==> src/rtl/random_gen_if.sv <==
// Control and status bundle for random_gen: seeding, step mode, match inputs,
// draw request and the drawn result.
interface random_gen_if #(
   parameter int WIDTH = 16,
   parameter int OUT_W = 3,
   parameter int POS_W = 10
);
   logic [WIDTH-1:0] seed;
   logic             seed_ld;
   logic [1:0]       mode;
   logic [POS_W-1:0] position;
   logic [POS_W-1:0] limit;
   logic             req;
   logic [OUT_W-1:0] range;
   logic [WIDTH-1:0] state;
   logic [OUT_W-1:0] rnd;
   logic             rnd_valid;
   logic             busy;

   modport master (
      output seed, seed_ld, mode, position, limit, req, range,
      input  state, rnd, rnd_valid, busy
   );

   modport slave (
      input  seed, seed_ld, mode, position, limit, req, range,
      output state, rnd, rnd_valid, busy
   );
endinterface

==> src/rtl/random_gen.sv <==
// Fibonacci LFSR with mode-controlled stepping and a rejection-sampling draw FSM
// that keeps stepping until the low OUT_W bits fall below the requested range.
module random_gen #(
   parameter int          WIDTH      = 16,
   parameter logic [31:0] TAPS       = 32'h0000_B400,
   parameter int          OUT_W      = 3,
   parameter int          POS_W      = 10,
   parameter logic [31:0] RESET_SEED = 32'd1
) (
   input  logic        clk,
   input  logic        rst,
   random_gen_if.slave bus
);

   typedef enum logic {
      S_IDLE   = 1'b0,
      S_SEARCH = 1'b1
   } fsm_t;

   localparam logic [WIDTH-1:0] L_ONE  = WIDTH'(1);
   localparam logic [WIDTH-1:0] L_TAPS = TAPS[WIDTH-1:0];
   localparam logic [WIDTH-1:0] L_SEED = RESET_SEED[WIDTH-1:0];

   fsm_t             r_fsm;
   fsm_t             w_fsm_nxt;
   logic [WIDTH-1:0] r_state;
   logic [WIDTH-1:0] w_state_nxt;
   logic [WIDTH-1:0] w_seed_val;
   logic             r_prev_match;
   logic             w_match;
   logic             w_match_edge;
   logic [OUT_W-1:0] w_cand;
   logic             w_accept;
   logic             w_rnd_ld;
   logic [OUT_W-1:0] r_rnd;
   logic             r_rnd_valid;

   function automatic logic [WIDTH-1:0] lfsr_step(input logic [WIDTH-1:0] s);
      return {s[WIDTH-2:0], ^(s & L_TAPS)};
   endfunction

   assign w_match      = (bus.position == bus.limit);
   assign w_match_edge = w_match && !r_prev_match;
   assign w_seed_val   = (bus.seed == '0) ? L_ONE : bus.seed;
   assign w_cand       = r_state[OUT_W-1:0];
   assign w_accept     = (bus.range == '0) || (w_cand < bus.range);

   // Draw FSM: seed_ld aborts any search and cancels a same-cycle accept.
   always_comb begin
      w_fsm_nxt = r_fsm;
      w_rnd_ld  = 1'b0;
      case (r_fsm)
         S_IDLE: begin
            if (bus.req) w_fsm_nxt = S_SEARCH;
         end
         S_SEARCH: begin
            if (w_accept) begin
               w_fsm_nxt = S_IDLE;
               w_rnd_ld  = 1'b1;
            end
         end
         default: w_fsm_nxt = S_IDLE;
      endcase
      if (bus.seed_ld) begin
         w_fsm_nxt = S_IDLE;
         w_rnd_ld  = 1'b0;
      end
   end

   // Seed load beats zero-recovery, which beats any step.
   always_comb begin
      w_state_nxt = r_state;
      if (bus.seed_ld) begin
         w_state_nxt = w_seed_val;
      end else if (r_state == '0) begin
         w_state_nxt = L_ONE;
      end else if (r_fsm == S_SEARCH) begin
         w_state_nxt = lfsr_step(r_state);
      end else begin
         case (bus.mode)
            2'b01:   if (w_match_edge) w_state_nxt = lfsr_step(r_state);
            2'b10:   w_state_nxt = lfsr_step(r_state);
            default: w_state_nxt = r_state;
         endcase
      end
   end

   always_ff @(posedge clk or negedge rst) begin
      if (!rst) begin
         r_fsm        <= S_IDLE;
         r_state      <= L_SEED;
         r_prev_match <= 1'b0;
         r_rnd        <= '0;
         r_rnd_valid  <= 1'b0;
      end else begin
         r_fsm        <= w_fsm_nxt;
         r_state      <= w_state_nxt;
         r_prev_match <= w_match;
         r_rnd_valid  <= w_rnd_ld;
         if (w_rnd_ld) r_rnd <= w_cand;
      end
   end

   assign bus.state     = r_state;
   assign bus.rnd       = r_rnd;
   assign bus.rnd_valid = r_rnd_valid;
   assign bus.busy      = (r_fsm == S_SEARCH);

endmodule

==> src/flat_wrapper.sv <==
// flat-port wrapper written by rule: the top's interface ports become plain ports
module random_gen_flat 
#(
   parameter int          WIDTH      = 16,
   parameter logic [31:0] TAPS       = 32'h0000_B400,
   parameter int          OUT_W      = 3,
   parameter int          POS_W      = 10,
   parameter logic [31:0] RESET_SEED = 32'd1
)
  (clk, rst, bus_seed, bus_seed_ld, bus_mode, bus_position, bus_limit, bus_req, bus_range, bus_state, bus_rnd, bus_rnd_valid, bus_busy);
  random_gen_if #(.WIDTH(WIDTH), .OUT_W(OUT_W), .POS_W(POS_W)) bus_i ();
  input  logic clk;
  input  logic rst;
  input wire logic [$bits(bus_i.seed)-1:0] bus_seed;
  input wire logic [$bits(bus_i.seed_ld)-1:0] bus_seed_ld;
  input wire logic [$bits(bus_i.mode)-1:0] bus_mode;
  input wire logic [$bits(bus_i.position)-1:0] bus_position;
  input wire logic [$bits(bus_i.limit)-1:0] bus_limit;
  input wire logic [$bits(bus_i.req)-1:0] bus_req;
  input wire logic [$bits(bus_i.range)-1:0] bus_range;
  output wire logic [$bits(bus_i.state)-1:0] bus_state;
  output wire logic [$bits(bus_i.rnd)-1:0] bus_rnd;
  output wire logic [$bits(bus_i.rnd_valid)-1:0] bus_rnd_valid;
  output wire logic [$bits(bus_i.busy)-1:0] bus_busy;
  assign bus_i.seed = bus_seed;
  assign bus_i.seed_ld = bus_seed_ld;
  assign bus_i.mode = bus_mode;
  assign bus_i.position = bus_position;
  assign bus_i.limit = bus_limit;
  assign bus_i.req = bus_req;
  assign bus_i.range = bus_range;
  assign bus_state = bus_i.state;
  assign bus_rnd = bus_i.rnd;
  assign bus_rnd_valid = bus_i.rnd_valid;
  assign bus_busy = bus_i.busy;
  random_gen #(.WIDTH(WIDTH), .TAPS(TAPS), .OUT_W(OUT_W), .POS_W(POS_W), .RESET_SEED(RESET_SEED)) u_core (.clk(clk), .rst(rst), .bus(bus_i));
endmodule
==> config.mk <==
export PLATFORM = sky130hd
export DESIGN_NAME = random_gen_flat
export DESIGN_NICKNAME = d
export VERILOG_FILES = /design/src/rtl/random_gen_if.sv /design/src/rtl/random_gen.sv /design/src/flat_wrapper.sv
export SDC_FILE = /design/constraint.sdc
export NUM_CORES = 1
export LEC_CHECK = 0
export CAP_MARGIN = 5
export CORE_UTILIZATION = 43
export CTS_BUF_LIST = sky130_fd_sc_hd__clkbuf_8 sky130_fd_sc_hd__clkbuf_16
export CTS_CLUSTER_DIAMETER = 40
export CTS_CLUSTER_SIZE = 40
export DETAILED_ROUTE_END_ITERATION = 10
export HOLD_SLACK_MARGIN = 0.06
export PLACE_DENSITY = 0.84
export REMOVE_ABC_BUFFERS = 1
export SYNTH_ARGS = -nofsm -noshare
export SYNTH_HDL_FRONTEND = slang
export SYNTH_SLANG_ARGS = --single-unit
==> constraint.sdc <==
create_clock -name clk -period 3.53 [get_ports clk]
set_clock_uncertainty 0.2 [all_clocks]
set_input_delay 1.059 -clock clk [delete_from_list [all_inputs] [get_ports clk]]
set_output_delay 1.059 -clock clk [all_outputs]
set_load 0.05 [all_outputs]
==> results.cfg, run 1 <==
[setup_path]
crit_start = u_core.bus.state[0]
crit_end = bus_state[0]
end_kind = output pin
r2r_cells = 6
critPathBufInv = 1
timing.critical_path.fanout_max = 6
cp_cell_sequence = clkdlybuf4s50_1
critPathRequiredTime_ps = 2270
cp_top_family = buffers and inverters
rr_endpoint = u_core.bus.state[14]
cp_slowest_cell = clkdlybuf4s50_1
crit_cells = 1
arrival_ps = 1670
critPathMaxStageDelay_ps = 810
startpoint_type = flop
ff2ff_setup_slack_ps = 1250
crit_type = flop to output pin
worstReg2RegStart = u_core.bus.state[9]

[outcome]
outcome = completed

[floorplanning]
io_pins = 66
initial_utilization_pct = 44.9
rows = 20
die_area_mm2 = 0.00339
core-area_mm2 = 0.00303
die_w_um = 58.2
die_h_um = 58.2

[sta]
relSlewSlack_pct = 64.7
hold_ws_ps = 324
grt_setup_unrepaired = false
tightest_slew_ps = 528
max_freq_ghz = 0.342
hold_violations = 0
setup_viol = 0
setup_tns_ps = 0
min_period_over_period_pct = 82.9
finalWorstSetupSlack_ps = 602
period_needed_ps = 2930
slew_viol_final = 0

[cells_and_area]
insertedDiodeCount = 0
area_growth_pct = 55.9
post-route-util_pct = 70.0
multiInputGateArea_um2 = 743
final_nets = 229
layout-drive-gt1-share_pct = 21.8
stdcell_count = 223
ff_latch_area_um2 = 552
final_area_mm2 = 0.00212
n_fill_cell = 211

[power_and_ir_drop]
leakagePower_nw = 0.899
power_mw = 1.19
p_per_area_mw_per_mm2 = 560
vdd_drop_max_uv = 350

[flow_run]
drv_cap = 0

[grt]
grt_pass1_vias = 1188
grt_util_met3_pct = 3.35
antenna_found_initial = 0
grt_pass1_wl_mm = 5.84
grt_use_met1_pct = 26.9
track_usage_pct = 23.2
gr-total-overflow = 0
grt_max_degree = 23
top_usage_layer = met2
grtUsageMet2_pct = 41.2

[yosys]
ys_top_cells_by_area = dfrtp_1, mux2_2, mux2_4
synth.largest_area_cell = dfrtp_1
synth_area_mm2 = 0.00136
seq_area_frac_synth_pct = 40.6
synth.avg_cell_area_um2 = 12.4
synth_top_area_share_pct = 38.6
syn_inst = 110
ys_ff_latch = 22
yosysWarnings = 0
ys_types = 30

[clock_network]
cts-buffers-inserted = 3
cts.sinks = 22
post_cts_buffers = 0
cts.reportedPaths.clkPinSlew_ps = 80
cts_resized = 0
cts.htree.levels = 1
cts_buffer_depth = 2
cts_root_buf = clkbuf_8
cts_tree = built
cts_hold_buf = 0
clock_insertion_delay_worst_skew_ps = 270

[detailed_routing]
routedWlPerCell_um = 16.7
vias = 1192
avgViaCountPerCell = 5.35
detail_route.drc_violations = 0
routed_wl_mm = 3.73
drt_iter0_markers = 37
ant_nets = 0
drt_pass1_iterations = 4

[place]
place_area_mm2 = 0.00207
io_buffers = 65
dpl.hpwl_mm = 2.85
gp_congestion = 0.860
pre_cts_ws_ps = 343
place_inst = 219

[hold_path]
hp-class = flop to flop
==> metal layers <==
metal | wire, um | up-vias
met5 | 0 | -
met4 | 105 | 0
met3 | 160 | 11
met2 | 1950 | 43
met1 | 1520 | 595
li1 | - | 543
==> cell families after synthesis <==
family	count (synthesis)	synth area share, %
AO/OA/AOI/OAI	13	8.00
AND/OR/NAND/NOR	19	9.20
XOR/XNOR	12	7.73
adder cells (fa/ha/maj)	4	3.68
buffers and inverters	11	4.78
flip-flops	22	40.6
multiplexers	29	26.0
==> synth_stat cells <==
master / number
nor3_1: 2
xnor2_1: 9
dfstp_2: 1
a22oi_1: 3
buf_12: 1
nand2b_1: 1
a22o_1: 3
ha_1: 4
a41oi_2: 1
o21a_1: 1
nand2_2: 1
mux2_4: 8
nor4_1: 6
nand4_1: 2
clkbuf_1: 1
nor3b_1: 1
mux2_2: 19
a21oi_1: 1
buf_6: 1
nor4_2: 1
dfrtp_1: 21
nor2b_1: 1
mux2i_1: 2
o211ai_1: 1
xor2_1: 3
a21o_1: 2
a41oi_1: 1
nor4b_2: 1
inv_1: 8
nor2_1: 3
==> how the worst min path moves through the flow <==
| stage | from | endpoint | slack [ps] | cells after the start |
|---|---|---|---|---|
| global placement | u_core.bus.rnd[0] | u_core.bus.rnd[0] | 300 | 1 |
| detailed placement | u_core.bus.rnd[0] | u_core.bus.rnd[0] | 300 | 1 |
| finish | u_core.bus.rnd[0] | u_core.bus.rnd[0] | 320 | 1 |
| global route | u_core.bus.rnd[2] | u_core.bus.rnd[2] | 340 | 1 |
| CTS | u_core.bus.rnd[0] | u_core.bus.rnd[0] | 320 | 1 |
| floorplan | u_core.bus.state[0] | u_core.bus.state[0] | 540 | 1 |
==> final cells by class <==
| type | count | area share (%) |
|---|---|---|
| clock buffers | 4 | 2.60 |
| well taps | 44 | 2.60 |
| multi-input cells | 77 | 35.0 |
| flip-flops and latches | 22 | 26.0 |
| repair buffers | 68 | 32.3 |
| inverters | 8 | 1.42 |
==> state kept, by name (all words and copies together), names as in the netlist <==
register,cells
u_core.bus.busy,1
u_core.bus.rnd,3
u_core.bus.state,16
u_core.r_prev_match,1
u_core.bus.rnd_valid,1
==> cell usage in the layout, fill, tap and decap left out, types with 2 or more instances in the layout <==
cell type         n
a21o_1            2
a22o_1            3
a22oi_1           3
buf_4             2
clkbuf_8          4
clkdlybuf4s50_1  65
dfrtp_1          21
ha_1              4
inv_1             8
mux2_2           19
mux2_4            8
mux2i_1           2
nand4_1           2
nor2_1            3
nor3_1            2
nor4_1            6
xnor2_1           9
xor2_1            3
==> power by group <==
group | switching (mW) | total [mW] | internal [mW]
Combinational | 0.342 | 0.612 | 0.270
Clock | 0.0875 | 0.187 | 0.0997
Sequential | 0.0710 | 0.389 | 0.318
Total | 0.501 | 1.19 | 0.687
No activity file was read; power rests on OpenSTA's default activity.
==> run 2, diff against run 1 <==
- CORE_UTILIZATION: 43 -> 40
- PLACE_DENSITY: 0.84 -> 0.79
- clock period: 3.53 -> 2.9 ns (I/O delays scaled with it)
==> run 2 against run 1 <==
  * Sequential cell count stayed put
  * Register-to-register slack worse by 430 ps
  * Sequential power is 21% higher
==> results.cfg, run 2 (synthesized netlist as in run 1, its figures left out) <==
[outcome]
outcome = completed

[sta]
finalWorstSetupSlack_ps = 152
tightest_slew_ps = 518
max_freq_ghz = 0.364
grt_setup_unrepaired = false
min_period_over_period_pct = 94.7
period_needed_ps = 2750
setup_viol = 0
hold_ws_ps = 324
slew_viol_final = 0
hold_violations = 0
relSlewSlack_pct = 65.4

[power_and_ir_drop]
vdd_drop_max_uv = 537
leakagePower_nw = 0.920
power_mw = 1.52
p_per_area_mw_per_mm2 = 704

[grt]
gr-total-overflow = 0
grt_max_degree = 23
antenna_found_initial = 0
grt_pass1_vias = 1239
track_usage_pct = 21.9
grt_pass1_wl_mm = 5.73

[setup_path]
crit_cells = 1
r2r_cells = 8
critPathRequiredTime_ps = 1830
timing.critical_path.fanout_max = 6
cp_cell_sequence = clkdlybuf4s50_1
cp_slowest_cell = clkdlybuf4s50_1
crit_type = flop to output pin
cp_top_family = buffers and inverters
arrival_ps = 1680
critPathMaxStageDelay_ps = 820
critPathBufInv = 1
end_kind = output pin
startpoint_type = flop

[hold_path]
worstHoldPathCells = 1
hp-class = flop to flop

[detailed_routing]
wl_met2_mm = 1.91
routed.top_layer = met4
vias = 1151
ant_nets = 0
routedWlPerCell_um = 16.3
detail_route.drc_violations = 0
wl_met3_um = 185
avgViaCountPerCell = 5.09
drt_pass1_iterations = 4
drt_iter0_markers = 49
met1Wirelength_mm = 1.54
routed_wl_mm = 3.69

[cells_and_area]
largest_reg_flops = 16
final_area_mm2 = 0.00216
layout-drive-gt1-share_pct = 23.1
final_nets = 232
final_common_cell = clkdlybuf4s50_1
insertedDiodeCount = 0
layout_common_cells = clkdlybuf4s50_1, dfrtp_1, mux2_2, xnor2_1
area_growth_pct = 58.8

[clock_network]
cts.sinks = 22
cts_buffer_depth = 2
clock_insertion_delay_worst_skew_ps = 270
cts_hold_buf = 0
cts_resized = 0
cts-buffers-inserted = 3
cts.htree.levels = 1
cts_root_buf = clkbuf_8
cts_tree = built
post_cts_buffers = 0
cts.reportedPaths.clkPinSlew_ps = 90

[place]
gp_congestion = 0.887
place_area_mm2 = 0.00209
pre_cts_ws_ps = -19.2
dpl.hpwl_mm = 2.89
io_buffers = 65

[floorplanning]
die_area_mm2 = 0.00364
die_w_um = 60.3
rows = 20
io_pins = 66
initial_utilization_pct = 43.5
die_h_um = 60.3
core-area_mm2 = 0.00313

[flow_run]
drv_cap = 0
-- run 2: cell count changes in the layout (fill, tap and decap cells not counted), sizes merged --
cell    before  now
clkbuf       4    3
buf          3    6
bufinv       0    1
-- run 2: per-stage QoR --
step                cells  utilization, %  TNS (ps)
floorplan             107               -         0
global placement      222            66.8         0
detailed placement    222            66.8     -46.0
CTS                   226            69.0         0
global route          226            69.0         0
finish                226            69.0         0
-- run 2: per-layer routing --
metal	vias to the layer above	global-route usage (%)
met3	6	3.25
met1	552	27.2
met2	44	37.5
met4	0	9.30
li1	549	-
met5	-	0
-- run 2: layout make-up --
class	count	area, um^2
Fill cell	258	968
Multi-Input combinational cell	77	743
Timing Repair Buffer	71	708
Sequential cell	22	552
Tap cell	44	55.1
Clock buffer	3	41.3
Clock inverter	1	30.0
Inverter	8	30.0
-- run 2: path summary, 6_finish.rpt --
check	slack, ps	start	end
worst min-delay path	320	u_core.bus.rnd[0]	u_core.bus.rnd[0]
max in group asynchronous	1460	rst	u_core.bus.state[0]
worst max-delay path	150	u_core.bus.state[0]	bus_state[0]
worst max register to register	820	u_core.bus.state[12]	u_core.bus.state[14]
min in group asynchronous	750	rst	u_core.bus.state[7]
worst min register to register	320	u_core.bus.rnd[0]	u_core.bus.rnd[0]
-- run 2: where the power goes --
group	switching [mW]	leakage [nW]	internal [mW]
clock	0.108	0.0357	0.185
sequential	0.0824	0.264	0.387
combinational	0.423	0.620	0.336
total	0.613	0.920	0.908
